$ cat config.mk
export PLATFORM = sky130hd
export DESIGN_NAME = fetch_unit
export DESIGN_NICKNAME = d
export VERILOG_FILES = /design/src/rtl/fetch_unit.sv
export SDC_FILE = /design/constraint.sdc
export NUM_CORES = 1
export LEC_CHECK = 0
export CORE_AREA = 8 8 108 110
export CTS_BUF_LIST = sky130_fd_sc_hd__clkbuf_4
export DETAILED_ROUTE_END_ITERATION = 10
export DIE_AREA = 0 0 116 118
export GPL_TIMING_DRIVEN = 0
export PLACE_DENSITY = 0.8
export SETUP_SLACK_MARGIN = 0.1
export SKIP_CTS_REPAIR_TIMING = 1
export SYNTH_ARGS = -nofsm -noshare
export SYNTH_HDL_FRONTEND = slang
export SYNTH_SLANG_ARGS = --single-unit
export TNS_END_PERCENT = 30
$ cat constraint.sdc
create_clock -name clk -period 2 [get_ports clk]
set_input_delay 0.4 -clock clk [delete_from_list [all_inputs] [get_ports clk]]
set_output_delay 0.4 -clock clk [all_outputs]
set_load 0.03 [all_outputs]
$ cat src/rtl/fetch_unit.sv
// -----------------------------------------------------------------------------
// fetch_unit -- instruction-fetch stage of the Riscv151 pipeline.
//
// Owns the PC and issues one request at a time to the instruction cache. The
// fetched word and its PC are held in a single-entry registered buffer for the
// decode stage. A redirect from the X stage takes priority over everything
// else. If a request is still in flight when a redirect arrives, its response
// is squashed when it returns.
//
// Ports:
//   clk            pipeline clock, rising edge
//   reset          asynchronous, active-low reset
//   stall          downstream hold; the held instruction is not consumed
//   redirect_valid taken branch/jump from the X stage
//   redirect_pc    new fetch target (bits [1:0] ignored)
//   icache_re      request valid (combinational; depends on stall/redirect)
//   icache_addr    request address (always word aligned)
//   icache_ready   cache accepts the request this cycle
//   icache_valid   response valid, one per accepted request, in order
//   icache_dout    response instruction word
//   inst           instruction to decode (NOP_INST when inst_valid=0)
//   inst_pc        PC of inst (holds its last value while invalid)
//   inst_valid     inst is real and not squashed
// -----------------------------------------------------------------------------
module fetch_unit #(
  parameter logic [31:0] RESET_PC = 32'h0000_2000,
  parameter logic [31:0] NOP_INST = 32'h0000_0013
) (
  input  logic        clk,
  input  logic        reset,
  input  logic        stall,
  input  logic        redirect_valid,
  input  logic [31:0] redirect_pc,
  output logic        icache_re,
  output logic [31:0] icache_addr,
  input  logic        icache_ready,
  input  logic        icache_valid,
  input  logic [31:0] icache_dout,
  output logic [31:0] inst,
  output logic [31:0] inst_pc,
  output logic        inst_valid
);

  typedef enum logic [1:0] {
    BOOT  = 2'd0,
    ISSUE = 2'd1,
    WAIT  = 2'd2
  } state_t;

  state_t      state_r, state_s;
  logic [31:0] pc_r, pc_s;
  logic        squash_r, squash_s;
  logic [31:0] inst_r, inst_s;
  logic [31:0] inst_pc_r, inst_pc_s;
  logic        inst_valid_r, inst_valid_s;

  logic        consume_s;
  logic        redirect_s;
  logic        issue_s;
  logic [31:0] redirect_tgt_s;

  // Clears the byte-offset bits so every fetch address is word aligned.
  function automatic logic [31:0] align_word(input logic [31:0] addr);
    return addr & 32'hFFFF_FFFC;
  endfunction

  // Request decision: the buffer must be free by the next edge, and a
  // redirect blocks the request so no wrong-path fetch is ever accepted.
  always_comb begin
    redirect_s     = redirect_valid && (state_r != BOOT);
    consume_s      = inst_valid_r && !stall;
    redirect_tgt_s = align_word(redirect_pc);
    issue_s        = (state_r == ISSUE) && (!inst_valid_r || consume_s) && !redirect_s;
  end

  // Next-state logic for the FSM, PC, squash flag and the output buffer.
  always_comb begin
    state_s      = state_r;
    pc_s         = pc_r;
    squash_s     = squash_r;
    inst_s       = inst_r;
    inst_pc_s    = inst_pc_r;
    inst_valid_s = inst_valid_r;

    if (redirect_s) begin
      pc_s         = redirect_tgt_s;
      inst_valid_s = 1'b0;
      inst_s       = NOP_INST;
      if ((state_r == WAIT) && !icache_valid) begin
        // Request still in flight: remember to drop its response.
        state_s  = WAIT;
        squash_s = 1'b1;
      end else begin
        // Either nothing outstanding or the response arrives right now and
        // is discarded on the spot.
        state_s  = ISSUE;
        squash_s = 1'b0;
      end
    end else begin
      if (consume_s) begin
        inst_valid_s = 1'b0;
        inst_s       = NOP_INST;
      end else begin
        inst_valid_s = inst_valid_r;
      end

      case (state_r)
        BOOT: begin
          // Any response seen here belongs to a pre-reset request.
          state_s = ISSUE;
        end
        ISSUE: begin
          if (issue_s && icache_ready) begin
            state_s = WAIT;
          end else begin
            state_s = ISSUE;
          end
        end
        WAIT: begin
          if (icache_valid) begin
            state_s = ISSUE;
            if (squash_r) begin
              // pc already holds the redirect target.
              squash_s = 1'b0;
            end else begin
              inst_s       = icache_dout;
              inst_pc_s    = pc_r;
              inst_valid_s = 1'b1;
              pc_s         = pc_r + 32'd4;
            end
          end else begin
            state_s = WAIT;
          end
        end
        default: begin
          state_s = BOOT;
        end
      endcase
    end
  end

  // State and datapath registers.
  always_ff @(posedge clk or negedge reset) begin
    if (!reset) begin
      state_r      <= BOOT;
      pc_r         <= RESET_PC;
      squash_r     <= 1'b0;
      inst_r       <= NOP_INST;
      inst_pc_r    <= 32'h0000_0000;
      inst_valid_r <= 1'b0;
    end else begin
      state_r      <= state_s;
      pc_r         <= pc_s;
      squash_r     <= squash_s;
      inst_r       <= inst_s;
      inst_pc_r    <= inst_pc_s;
      inst_valid_r <= inst_valid_s;
    end
  end

  assign icache_re   = issue_s;
  assign icache_addr = pc_r;
  assign inst        = inst_r;
  assign inst_pc     = inst_pc_r;
  assign inst_valid  = inst_valid_r;

endmodule

==> results.md <==
- For the worst setup path, the data arrival time is 1.70 ns.
- Of the available clock period, the critical path in the final layout requires 105.2%.
- Clock skew on the completed layout was measured at 0.01318 ns.
- Once detailed placement completed, the half-perimeter wirelength came to around 10,000 um.
- The final reports fail on negative setup slack.
- After synthesis the netlist holds a flip-flop and latch count of 96.
- Row generation in the floorplan step produced 37 rows.
- The final number of hold-violating endpoints was 0.
- The number of buffers created by CTS is 9.
- The busiest metal layer after global routing is met2.
- The post-detailed-placement cell area is 6171 sq um.
- The shortest clock period the worst path allows after layout is about 2.1 ns.
- The deepest level of the CTS H-tree is 3.
- Yosys mapped a number of flops with a built-in enable equal to 0.
- The top cell type by area accounts for between 50% and 60% of the synthesized area.
- Max-cap violations in this run came to 0.
- After layout, the worst setup slack is -0.1045 ns.
- The top cell types in the final layout, fill and taps aside, are 121 x nand2_1, 92 x dlymetal6s2s_1, 85 x dfrtp_1.
- The synthesized netlist occupies a cell area of between 4000 and 5000 sq um.
- Once the floorplan was initialized, standard cells occupied a little over two fifths of the core.
- The number of iterations in the first detailed-routing pass is 5.
- The worst-case IR drop observed on VDD is ~0.00044 V.
- Counting cells, the worst reg-to-reg path comes to 6.
- The die is 116 um wide.
- The fraction of final layout cells sized beyond drive strength 1 is 14.04%.
- The yosys synthesis warning count is 0.
- The actual slew at the worst max-slew pin is 0.6819 ns.
- On the worst path, the slowest cell contributes a delay of between 0.4 and 0.5 ns.
- The most numerous cell type found on the critical path is clkbuf_2.
- The via count of the first global-routing pass is between 4,000 and 5,000.
- The met1 track demand over resource in global routing is approximately 24%.
- The instance count of the mapped netlist is ~440.
- The worst endpoint required time is approximately 1.6 ns.
- The routing usage on met3 is roughly 9.9%.
- The area growth from synthesis to layout is 55.45%.
- The total number of clock tree sinks is 96.
- The buffer and inverter count on the worst path is 3.
- Measured against its own limit, the worst slew margin works out to 54.54%.
- The count of nets after finishing is 700.
- The die is about 120 um tall.
- The largest fanout of any net on the critical path is 10.
- Summed over all layers, the global routing overflow is 0.
- The final max-slew violation count is 0.
- The master cell of the clock root buffer is clkbuf_4.
- Leaving out fill and tap cells, the most frequent cell in the layout is nand2_1.
- The clock-pin slew on the worst setup and hold paths is between 0.1 and 0.15 ns.
- The insertion delay to the later sink of the worst-skew pair is about 0.46 ns.
- Setup repair after global routing could not meet its margin everywhere.
- The cell type group with the largest total delay on the critical path is buffers and inverters.
- Of the synthesized area, sequential elements account for a little under three fifths.
- The path length in cells of the critical path is 5.
- Global routing used 20.39% of the available tracks across all layers.
- After synthesis, the cell types taking the most area are dfrtp_1 53%, nand2_1 10%, a22o_1 5.8%.
- Pin placement for this block handled around 170 I/O pins.
- The type of the most critical hold path is register to register.
- The leading register cell type out of synthesis is dfrtp_1.
- The met2 usage is 31.24%.
- The average wire length per cell after detail routing is about 19 um.
- The post-synthesis async set-or-reset flop share is 100.0%.
- Once layout is done, the placed cells without fillers occupy about 6800 sq um.
- The buffer depth of the longest clock path is 2.
- The biggest area contributor in the post-synthesis netlist is dfrtp_1.
- The number of antenna violations at the first check in global routing is 0.
- Routability-driven placement finished with a final weighted congestion of ~0.85.
- The die footprint is between 10,000 and 15,000 sq um.
- The detailed router placed 4,169 vias in this run.
- The leakage power figure is approximately 4.1 nW.
- The cell count of the worst hold path is 2.
- By startpoint and endpoint, the worst setup path is classified as input port to output port.
- The repair_antennas step left the layout with diodes totalling 0.
- The critical path goes through clkdlybuf4s50_1 -> clkbuf_2 -> and3b_1 -> nor2b_1 -> clkbuf_2.
- After synthesis, the mean cell area works out to 9.826 sq um.
- The detail route stage leaves a number of antenna-violating nets equal to 0.
- The pin count of the biggest net entering global routing is between 50 and 60.
- The run finished, with violations left.
- The highest attainable clock frequency is between 400 and 500 MHz.
- The number of library cell types mapped by synthesis is 55.
- Setup violations remaining at the end of the flow were counted as 11.
- The detailed router finished its first iteration with 306 violations.
- The nature of the critical path endpoint is an output port.
- Across all hold checks on the routed design, the worst slack comes to between 0.4 and 0.5 ns.
- Power spread over the standard cell area amounts to 889.8 nW/um^2.
- The clock tree from TritonCTS is done.
- The cell total after placement is 744.
- After detailed routing, the number of remaining DRC violations is 0.
- After the flow finishes, the layout carries non-filler instances totaling 770.
- In the routed layout, each cell is associated on average with a via count of between 5 and 6.
- The critical path startpoint category is an input port.
- The first-pass GRT wire length is 21,720 um.
- Prior to clock tree synthesis, the placed netlist has a worst setup slack of -0.6006 ns.
- The number of input and output port buffers inserted is between 150 and 200.
- The routed design has 14,450 um of wire.
- The core region is 10000 sq um.
- On the critical path, the stage with the largest delay is an instance of clkdlybuf4s50_1.
-- worst min-delay path: stages, from the launching register on --
cell	delay [ns]
dfrtp_1	0.37
nand2_1	0.05
nand2_1	0.05
-- path summary, 6_finish.rpt --
path / start / end / slack (ns)
max in group asynchronous: reset / inst[1] / 0.75
min reg2reg: inst_pc[26] / inst_pc[26] / 0.49
min in group asynchronous: reset / inst[10] / 0.52
max reg2reg: state_r[0] / inst[30] / -0.01
max: redirect_valid / icache_re / -0.10
min: inst_pc[26] / inst_pc[26] / 0.49
-- routing by layer --
layer,vias up,share of wire [%]
li1,1931,-
met4,0,1.8
met5,-,0
met2,235,46
met1,1981,39
met3,22,13
-- sequential cells by signal, indices dropped and copies added (netlist names) --
register     count
icache_addr     30
inst            32
inst_pc         30
inst_valid       1
squash_r         1
state_r          2
-- cells in the mapped netlist (all sizes together), types with 2 or more instances --
library cell,instances
nor4,5
nand2,122
dfrtp,92
a31oi,4
o21ai,25
o21a,2
nor3b,2
and3,4
nor3,9
dfstp,4
clkbuf,15
nor2,22
xnor2,4
nand4,14
a21o,3
buf,14
a21oi,16
a22o,29
o22a,4
o22ai,5
nand3,9
nor2b,4
inv,5
a221o,2
o2bb2ai,2
a22oi,2
xor2,8
-- area by class of cell --
class	instances	area [sq um]
well taps	136	170.2
plain buffers	29	170.2
repair buffers	172	1934
multi-input cells	316	1869
clock buffers	9	67.56
inverters	5	18.77
clock inverters	7	120.1
flip-flops and latches	96	2416
fillers	788	3233
-- per-stage QoR --
stage	TNS (ns)	power, W	utilization (%)
6_report	-0.4353	0.006021	67.67
5_1_grt	-1.394	0.006318	67.67
4_1_cts	-6.041	0.006058	63.59
3_5_place_dp	-36.98	0.004760	61.71
3_3_place_gp	-304.96	0.004715	61.46
2_1_floorplan	0	0.003712	-
-- cells by family (layout without fill, tap and decap cells) --
kind of cell	count (synthesis)	in the layout	synth area share [%]
AO/OA/AOI/OAI	102	102	16.50
XOR/XNOR	12	12	2.414
adder cells (fa/ha/maj)	1	1	0.2874
buffers and inverters	34	222	3.766
flip-flops	96	96	55.30
multiplexers	1	1	0.2300
other	1	4	0.08615
AND/OR/NAND/NOR	196	196	21.41
-- power by group --
| part | leakage (nW) | switching, W | internal [W] |
|---|---|---|---|
| Sequential | 1.23 | 0.000319 | 0.00226 |
| Combinational | 2.83 | 0.00127 | 0.000866 |
| Clock | 0.0844 | 0.000679 | 0.000631 |
Power figures use the tool's default switching activity.
